==> src/rtl/nios2_cordic_cpu_mulx_pkg.sv <==
// Shared definitions for the sequential MUL/MULX unit: op encodings, FSM states, half width.
package nios2_cordic_cpu_mulx_pkg;
   localparam int DATA_W = 32;
   localparam int HALF_W = DATA_W / 2;

   localparam logic [1:0] MULX_OP_MUL    = 2'b00;
   localparam logic [1:0] MULX_OP_MULXUU = 2'b01;
   localparam logic [1:0] MULX_OP_MULXSU = 2'b10;
   localparam logic [1:0] MULX_OP_MULXSS = 2'b11;

   typedef enum logic [2:0] {IDLE, ISSUE, DRAIN, CORR, DONE} mulx_state_t;
endpackage

==> src/rtl/nios2_cordic_cpu_mulx_pp16.sv <==
// 16x16 unsigned partial-product multiplier with MULT_PIPE register stages.
// No enable: the owning FSM knows when a product emerges by counting cycles.
module nios2_cordic_cpu_mulx_pp16
   import nios2_cordic_cpu_mulx_pkg::*;
#(
   parameter int MULT_PIPE = 1
) (
   input  logic                clk,
   input  logic                reset_n,
   input  logic [HALF_W-1:0]   a,
   input  logic [HALF_W-1:0]   b,
   output logic [2*HALF_W-1:0] p
);
   logic [MULT_PIPE:1][2*HALF_W-1:0] stg;

   // Product enters stage 1, then ripples through the remaining stages.
   always_ff @(posedge clk or negedge reset_n) begin
      if (!reset_n) begin
         stg <= '0;
      end else begin
         stg[1] <= {{HALF_W{1'b0}}, a} * {{HALF_W{1'b0}}, b};
         for (int i = 2; i <= MULT_PIPE; i++) stg[i] <= stg[i-1];
      end
   end

   assign p = stg[MULT_PIPE];
endmodule

==> src/rtl/nios2_cordic_cpu_mulx_seq.sv <==
// Multi-cycle 32x32 multiplier (MUL low word, MULXUU/SU/SS high word) built from four
// 16x16 unsigned partial products accumulated into a 64-bit register.
// NIOS2_CORDIC_MULX_SIGNED_EN: when defined, MULXSU/MULXSS apply the signed high-word
// correction; otherwise they behave as MULXUU (CORR state still traversed, same latency).
module nios2_cordic_cpu_mulx_seq #(
   parameter int DATA_W    = 32,
   parameter int MULT_PIPE = 1
) (
   input  logic              clk,
   input  logic              reset_n,
   input  logic              M_mulx_start,
   input  logic [1:0]        M_mulx_op,
   input  logic [DATA_W-1:0] M_mulx_src1,
   input  logic [DATA_W-1:0] M_mulx_src2,
   output logic              M_mulx_busy,
   output logic              M_mulx_done,
   output logic [DATA_W-1:0] M_mulx_result
);
   import nios2_cordic_cpu_mulx_pkg::*;

   mulx_state_t               state, nxt;
   logic [1:0]                cnt;
   logic [1:0]                dcnt;
   logic [DATA_W-1:0]         a_q, b_q;
   logic [1:0]                op_q;
   logic [2*DATA_W-1:0]       acc;
   logic [2*DATA_W-1:0]       addend;
   logic [MULT_PIPE:1]        vld_pipe;
   logic [MULT_PIPE:1][1:0]   cnt_pipe;
   logic [HALF_W-1:0]         pp_a, pp_b;
   logic [2*HALF_W-1:0]       pp;
   logic [DATA_W-1:0]         hi;
   logic                      issue;

   // cnt bit0 selects the A half, bit1 the B half: 0 aL*bL, 1 aH*bL, 2 aL*bH, 3 aH*bH.
   assign pp_a  = cnt[0] ? a_q[DATA_W-1:HALF_W] : a_q[HALF_W-1:0];
   assign pp_b  = cnt[1] ? b_q[DATA_W-1:HALF_W] : b_q[HALF_W-1:0];
   assign issue = (state == ISSUE);

   nios2_cordic_cpu_mulx_pp16 #(.MULT_PIPE(MULT_PIPE)) u_pp16 (
      .clk     (clk),
      .reset_n (reset_n),
      .a       (pp_a),
      .b       (pp_b),
      .p       (pp)
   );

   // Align the emerging product to its weight using the issue index carried down the pipe.
   always_comb begin
      addend = '0;
      case (cnt_pipe[MULT_PIPE])
         2'd0:    addend = {{DATA_W{1'b0}}, pp};
         2'd3:    addend = {pp, {DATA_W{1'b0}}};
         default: addend = {{HALF_W{1'b0}}, pp, {HALF_W{1'b0}}};
      endcase
   end

   // Signed high-word correction: subtract the other operand for each negative signed operand.
`ifdef NIOS2_CORDIC_MULX_SIGNED_EN
   logic [DATA_W-1:0] corr_a, corr_b;
   always_comb begin
      corr_a = (op_q[1] && a_q[DATA_W-1]) ? b_q : '0;
      corr_b = ((op_q == MULX_OP_MULXSS) && b_q[DATA_W-1]) ? a_q : '0;
      hi     = acc[2*DATA_W-1:DATA_W] - corr_a - corr_b;
   end
`else
   assign hi = acc[2*DATA_W-1:DATA_W];
`endif

   // State register.
   always_ff @(posedge clk or negedge reset_n) begin
      if (!reset_n) state <= IDLE;
      else          state <= nxt;
   end

   // Next-state: fixed schedule regardless of op and data.
   always_comb begin
      nxt = state;
      case (state)
         IDLE:    if (M_mulx_start) nxt = ISSUE;
         ISSUE:   if (cnt == 2'd3) nxt = DRAIN;
         DRAIN:   if (dcnt == 2'(MULT_PIPE - 1)) nxt = CORR;
         CORR:    nxt = DONE;
         DONE:    nxt = IDLE;
         default: nxt = IDLE;
      endcase
   end

   // Operand capture, issue/drain counters, accumulator and result register.
   always_ff @(posedge clk or negedge reset_n) begin
      if (!reset_n) begin
         a_q           <= '0;
         b_q           <= '0;
         op_q          <= '0;
         cnt           <= '0;
         dcnt          <= '0;
         acc           <= '0;
         M_mulx_result <= '0;
      end else begin
         cnt  <= (state == ISSUE) ? cnt + 2'd1 : 2'd0;
         dcnt <= (state == DRAIN) ? dcnt + 2'd1 : 2'd0;
         if (state == IDLE && M_mulx_start) begin
            a_q  <= M_mulx_src1;
            b_q  <= M_mulx_src2;
            op_q <= M_mulx_op;
            acc  <= '0;
         end else if (vld_pipe[MULT_PIPE]) begin
            acc  <= acc + addend;
         end
         if (state == CORR)
            M_mulx_result <= (op_q == MULX_OP_MUL) ? acc[DATA_W-1:0] : hi;
      end
   end

   // Valid/index shift register tracking products in flight through the pp16 pipe.
   always_ff @(posedge clk or negedge reset_n) begin
      if (!reset_n) begin
         vld_pipe <= '0;
         cnt_pipe <= '0;
      end else begin
         vld_pipe[1] <= issue;
         cnt_pipe[1] <= cnt;
         for (int i = 2; i <= MULT_PIPE; i++) begin
            vld_pipe[i] <= vld_pipe[i-1];
            cnt_pipe[i] <= cnt_pipe[i-1];
         end
      end
   end

   assign M_mulx_busy = (state != IDLE);
   assign M_mulx_done = (state == DONE);
endmodule

==> config.mk <==
export PLATFORM = sky130hd
export DESIGN_NAME = nios2_cordic_cpu_mulx_seq
export DESIGN_NICKNAME = d
export VERILOG_FILES = /design/src/rtl/nios2_cordic_cpu_mulx_pkg.sv /design/src/rtl/nios2_cordic_cpu_mulx_pp16.sv /design/src/rtl/nios2_cordic_cpu_mulx_seq.sv
export SDC_FILE = /design/constraint.sdc
export NUM_CORES = 1
export LEC_CHECK = 0
export CORE_MARGIN = 10
export CORE_UTILIZATION = 25
export DETAILED_ROUTE_END_ITERATION = 12
export PLACE_DENSITY_LB_ADDON = 0.2
export SYNTH_ARGS = -nofsm -noshare
export SYNTH_HDL_FRONTEND = slang
export SYNTH_SLANG_ARGS = --single-unit
==> constraint.sdc <==
create_clock -name clk -period 20.1 [get_ports clk]
set_input_delay 6.03 -clock clk [delete_from_list [all_inputs] [get_ports clk]]
set_output_delay 6.03 -clock clk [all_outputs]
set_load 0.05 [all_outputs]
==> results.yml <==
worst_hold_path:
  timing.hold.worst_path_depth: 1
  worstHoldPathType: "flop to flop"
  worst_hold_path.endpoint: "dcnt[0]$_DFF_PN0_"
  holdCritStartpoint: "dcnt[0]$_DFF_PN0_"
sta:
  slew-limit-headroom_pct: 22.2
  period_needed_ns: 8.26
  finalCritPeriodShare_pct: 41.1
  fin_worst_skew_ns: 0.0291
  finalMaxSlewViolations: 0
  setup_viol: 0
  grt_setup_unrepaired: "false"
  report.final.hold_viol_count: 0
  worst_pin_slew_ns: 1.14
  final_sum_of_negative_setup_slack_ns: 0
  fmax_ghz: 0.121
synth:
  synth_flop_cell: "sky130_fd_sc_hd__dfrtp_1"
  postSynth.asyncResetShare_pct: 100
  syn_area_um2: 20700
  mappedNetlistNets: 2813
  synth_top_family_by_area: "adder cells"
  synth_enable_flop_cells: 0
  share_of_cell_area_taken_by_muxes_after_synthesis_pct: 6.60
  yosys.cell_types.count: 75
  sequential_share_of_the_synthesized_area_pct: 24.6
  ys_warn_count: 0
  syn_inst: 2378
  synth_area_in_compound_gates_pct: 12.3
  synth-seq-cells: 204
  synthesis.area_per_instance_um2: 8.71
  synth-simple-area-share_pct: 17.1
  synthAdderAreaFrac_pct: 29.2
  synth_area_in_xor_xnor_pct: 3.68
detailed_routing:
  post_drt_via_cell_ratio: 4.71
  drt_first_iter_violations: 1090
  routed_wl_mm: 67.3
  detailed_route_wire_length_per_cell_um: 19.1
  drt_drc_violations_left: 0
  drtPass1Iterations: 6
  route.antenna.remaining_nets: 0
  detailroute.via_count: 16600
grt:
  use_met1_pct: 18.9
  number_of_antenna_violations_at_the_first_check_in_global_routing: 0
  globalRouteMet3Util_pct: 1.54
  grt_use_total_pct: 14.2
  total_overflow_reported_by_the_global_router: 0
  global_route_wire_length_before_repair_mm: 105
  grt-busiest-layer: "met2"
  groute.layer.met2.usage_pct: 24.5
  grt_pass1_vias: 17300
  grt_start_max_net_pins: 73
critical_path:
  worstReg2RegEnd: "u_pp16.p[29]$_DFF_PN0_"
  setup.worst_path.class: "flop to output pin"
  timing.rr.start: "cnt[1]$_DFF_PN0_"
  endpoint_kind: "output pin"
  critPathLaunchType: "flop"
  critical-path-max-stage-delay_ns: 0.72
  cp_max_fo: 11
  critical_path_required_ns: 14.07
  worst-r2r-setup-slack_ns: 12.46
  crit_start: "state[1]$_DFFE_PN0P_"
  crit_slowest_cell: "sky130_fd_sc_hd__clkdlybuf4s50_1"
  r2r_cells: 21
  critical_path_cell_by_cell: "nor3_1 -> inv_1 -> clkdlybuf4s50_1"
  timing.critical_path.arrival_ns: 2.23
clock_network:
  cts_bufs_inserted: 27
  tritoncts: "built"
  longest_clk_path_bufs: 3
  post_cts_sizing_count: 0
  cts.sink_count: 204
  clock_latency_ns: 0.58
  clk_root_buffer_cell: "sky130_fd_sc_hd__clkbuf_16"
  cts_hold_repair.buffers: 0
  cts_max_level: 1
  post_cts.repair.setup_buffers: 0
  cts.clk_slew.worst_paths_ns: 0.06
run:
  max_capacitance_violation_count: 0
floorplanning:
  floorplan.die.width_um: 308
  design.die.area_um2: 94800
  die_h_um: 308
  boundary_pins: 103
  floorplan.rows: 105
  initial_core_util_pct: 25.2
  fp.coreArea_um2: 82100
finish:
  multi_input_comb_area_um2: 14300
  fin_nets: 2875
  seqCellArea_um2: 5110
  final_layout_size_suffix_gt1_share_pct: 5.13
  fillers: 8685
  mostFrequentLayoutCell: "sky130_fd_sc_hd__nand2_1"
  area.growth.synth_to_final_pct: 15.0
  antennaDiodeCount: 0
  mostFrequentLayoutCells: "474 x sky130_fd_sc_hd__nand2_1, 253 x sky130_fd_sc_hd__inv_1, 210 x sky130_fd_sc_hd__nor2_1"
status:
  outcome: "completed"
placed_design:
  dp_hpwl_mm: 54.3
  portBuffers: 102
  routabilityCongestion: 0.899
==> cell type report <==
class / count / share of cell area (%)
Clock buffer: 36 / 3.15
Clock inverter: 11 / 0.630
Inverter: 254 / 4.00
Multi-Input combinational cell: 1821 / 59.9
Sequential cell: 204 / 21.4
Tap cell: 1070 / 5.62
Timing Repair Buffer: 132 / 5.25
==> flip-flops by register name, indices dropped and copies added, names as in the netlist, 3 cells and up <==
| register | flops |
|---|---|
| M_mulx_result | 32 |
| a_q | 32 |
| u_pp16.p | 32 |
| acc | 64 |
| state | 3 |
| b_q | 32 |
==> cell usage after synthesis (3+ instances only) <==
cell,count,share of area (%)
sky130_fd_sc_hd__a211oi_1,10,0.36
sky130_fd_sc_hd__a21o_1,44,1.6
sky130_fd_sc_hd__a21oi_1,102,2.5
sky130_fd_sc_hd__a21oi_2,4,0.17
sky130_fd_sc_hd__a221oi_1,3,0.13
sky130_fd_sc_hd__a22o_1,15,0.63
sky130_fd_sc_hd__a31oi_1,14,0.42
sky130_fd_sc_hd__a41oi_1,4,0.17
sky130_fd_sc_hd__and2_1,40,1.2
sky130_fd_sc_hd__and3_1,11,0.33
sky130_fd_sc_hd__and4_1,5,0.21
sky130_fd_sc_hd__buf_1,12,0.22
sky130_fd_sc_hd__buf_2,15,0.36
sky130_fd_sc_hd__clkbuf_1,71,1.3
sky130_fd_sc_hd__dfrtp_1,204,25
sky130_fd_sc_hd__fa_1,195,19
sky130_fd_sc_hd__ha_1,171,10
sky130_fd_sc_hd__inv_1,253,4.6
sky130_fd_sc_hd__mux2_2,29,1.6
sky130_fd_sc_hd__mux2i_1,104,5.0
sky130_fd_sc_hd__nand2_1,475,8.6
sky130_fd_sc_hd__nand2b_1,19,0.57
sky130_fd_sc_hd__nand3_1,23,0.56
sky130_fd_sc_hd__nand4_1,16,0.48
sky130_fd_sc_hd__nor2_1,211,3.8
sky130_fd_sc_hd__nor2b_1,11,0.33
sky130_fd_sc_hd__nor3_1,9,0.22
sky130_fd_sc_hd__nor4_1,5,0.15
sky130_fd_sc_hd__o2111ai_1,3,0.13
sky130_fd_sc_hd__o211ai_1,7,0.25
sky130_fd_sc_hd__o21a_1,9,0.33
sky130_fd_sc_hd__o21ai_0,110,2.7
sky130_fd_sc_hd__o21ai_1,6,0.14
sky130_fd_sc_hd__o21bai_1,21,0.76
sky130_fd_sc_hd__o31a_1,3,0.13
sky130_fd_sc_hd__or3_1,4,0.12
sky130_fd_sc_hd__xnor2_1,60,2.5
sky130_fd_sc_hd__xor2_1,27,1.1
==> routing by layer <==
| metal | share of wire [%] | up-vias |
|---|---|---|
| met3 | 3.8 | 68 |
| li1 | - | 7925 |
| met5 | 0 | - |
| met4 | 2.0 | 0 |
| met1 | 45 | 8288 |
| met2 | 49 | 332 |
==> how the worst max path moves through the flow <==
stage | cells after the start | to | slack (ns)
floorplan | 2 | M_mulx_done | 12.35
global placement | 6 | acc[41]$_DFFE_PN0P_ | 11.47
detailed placement | 6 | acc[41]$_DFFE_PN0P_ | 11.45
CTS | 3 | M_mulx_busy | 11.78
global route | 3 | M_mulx_busy | 11.71
finish | 3 | M_mulx_busy | 11.84
==> metrics by stage <==
step / hold slack, ns / util (%) / setup WS [ns] / area (um2) / instances
after floorplan: 0.378 / - / 12.35 / 20700 / 2378
after global placement: 0.423 / 27.9 / 11.47 / 22900 / 3481
after detailed placement: 0.426 / 27.9 / 11.45 / 22900 / 3481
after CTS: 0.434 / 29.0 / 11.78 / 23800 / 3528
after global routing: 0.469 / 29.0 / 11.71 / 23800 / 3528
final: 0.428 / 29.0 / 11.84 / 23800 / 3528
==> cells by family after synthesis <==
group | Yosys count
muxes | 133
DFF | 204
and+or+nand+nor | 842
adders and majority gates | 366
xor gates and xnor gates | 87
AOI/OAI and AO/OA | 393
buffers and inverters | 353
==> critical path, delay by kind of cell, from the launching register on <==
| kind | cells | cell delay [ns] |
|---|---|---|
| buffers and inverters | 2 | 0.80 |
| DFF | 1 | 0.49 |
| and+or+nand+nor | 1 | 0.38 |
Power is left out: the tool's default activity adds up to more than one toggle a clock period on the data nets, which glitch-free logic cannot reach.
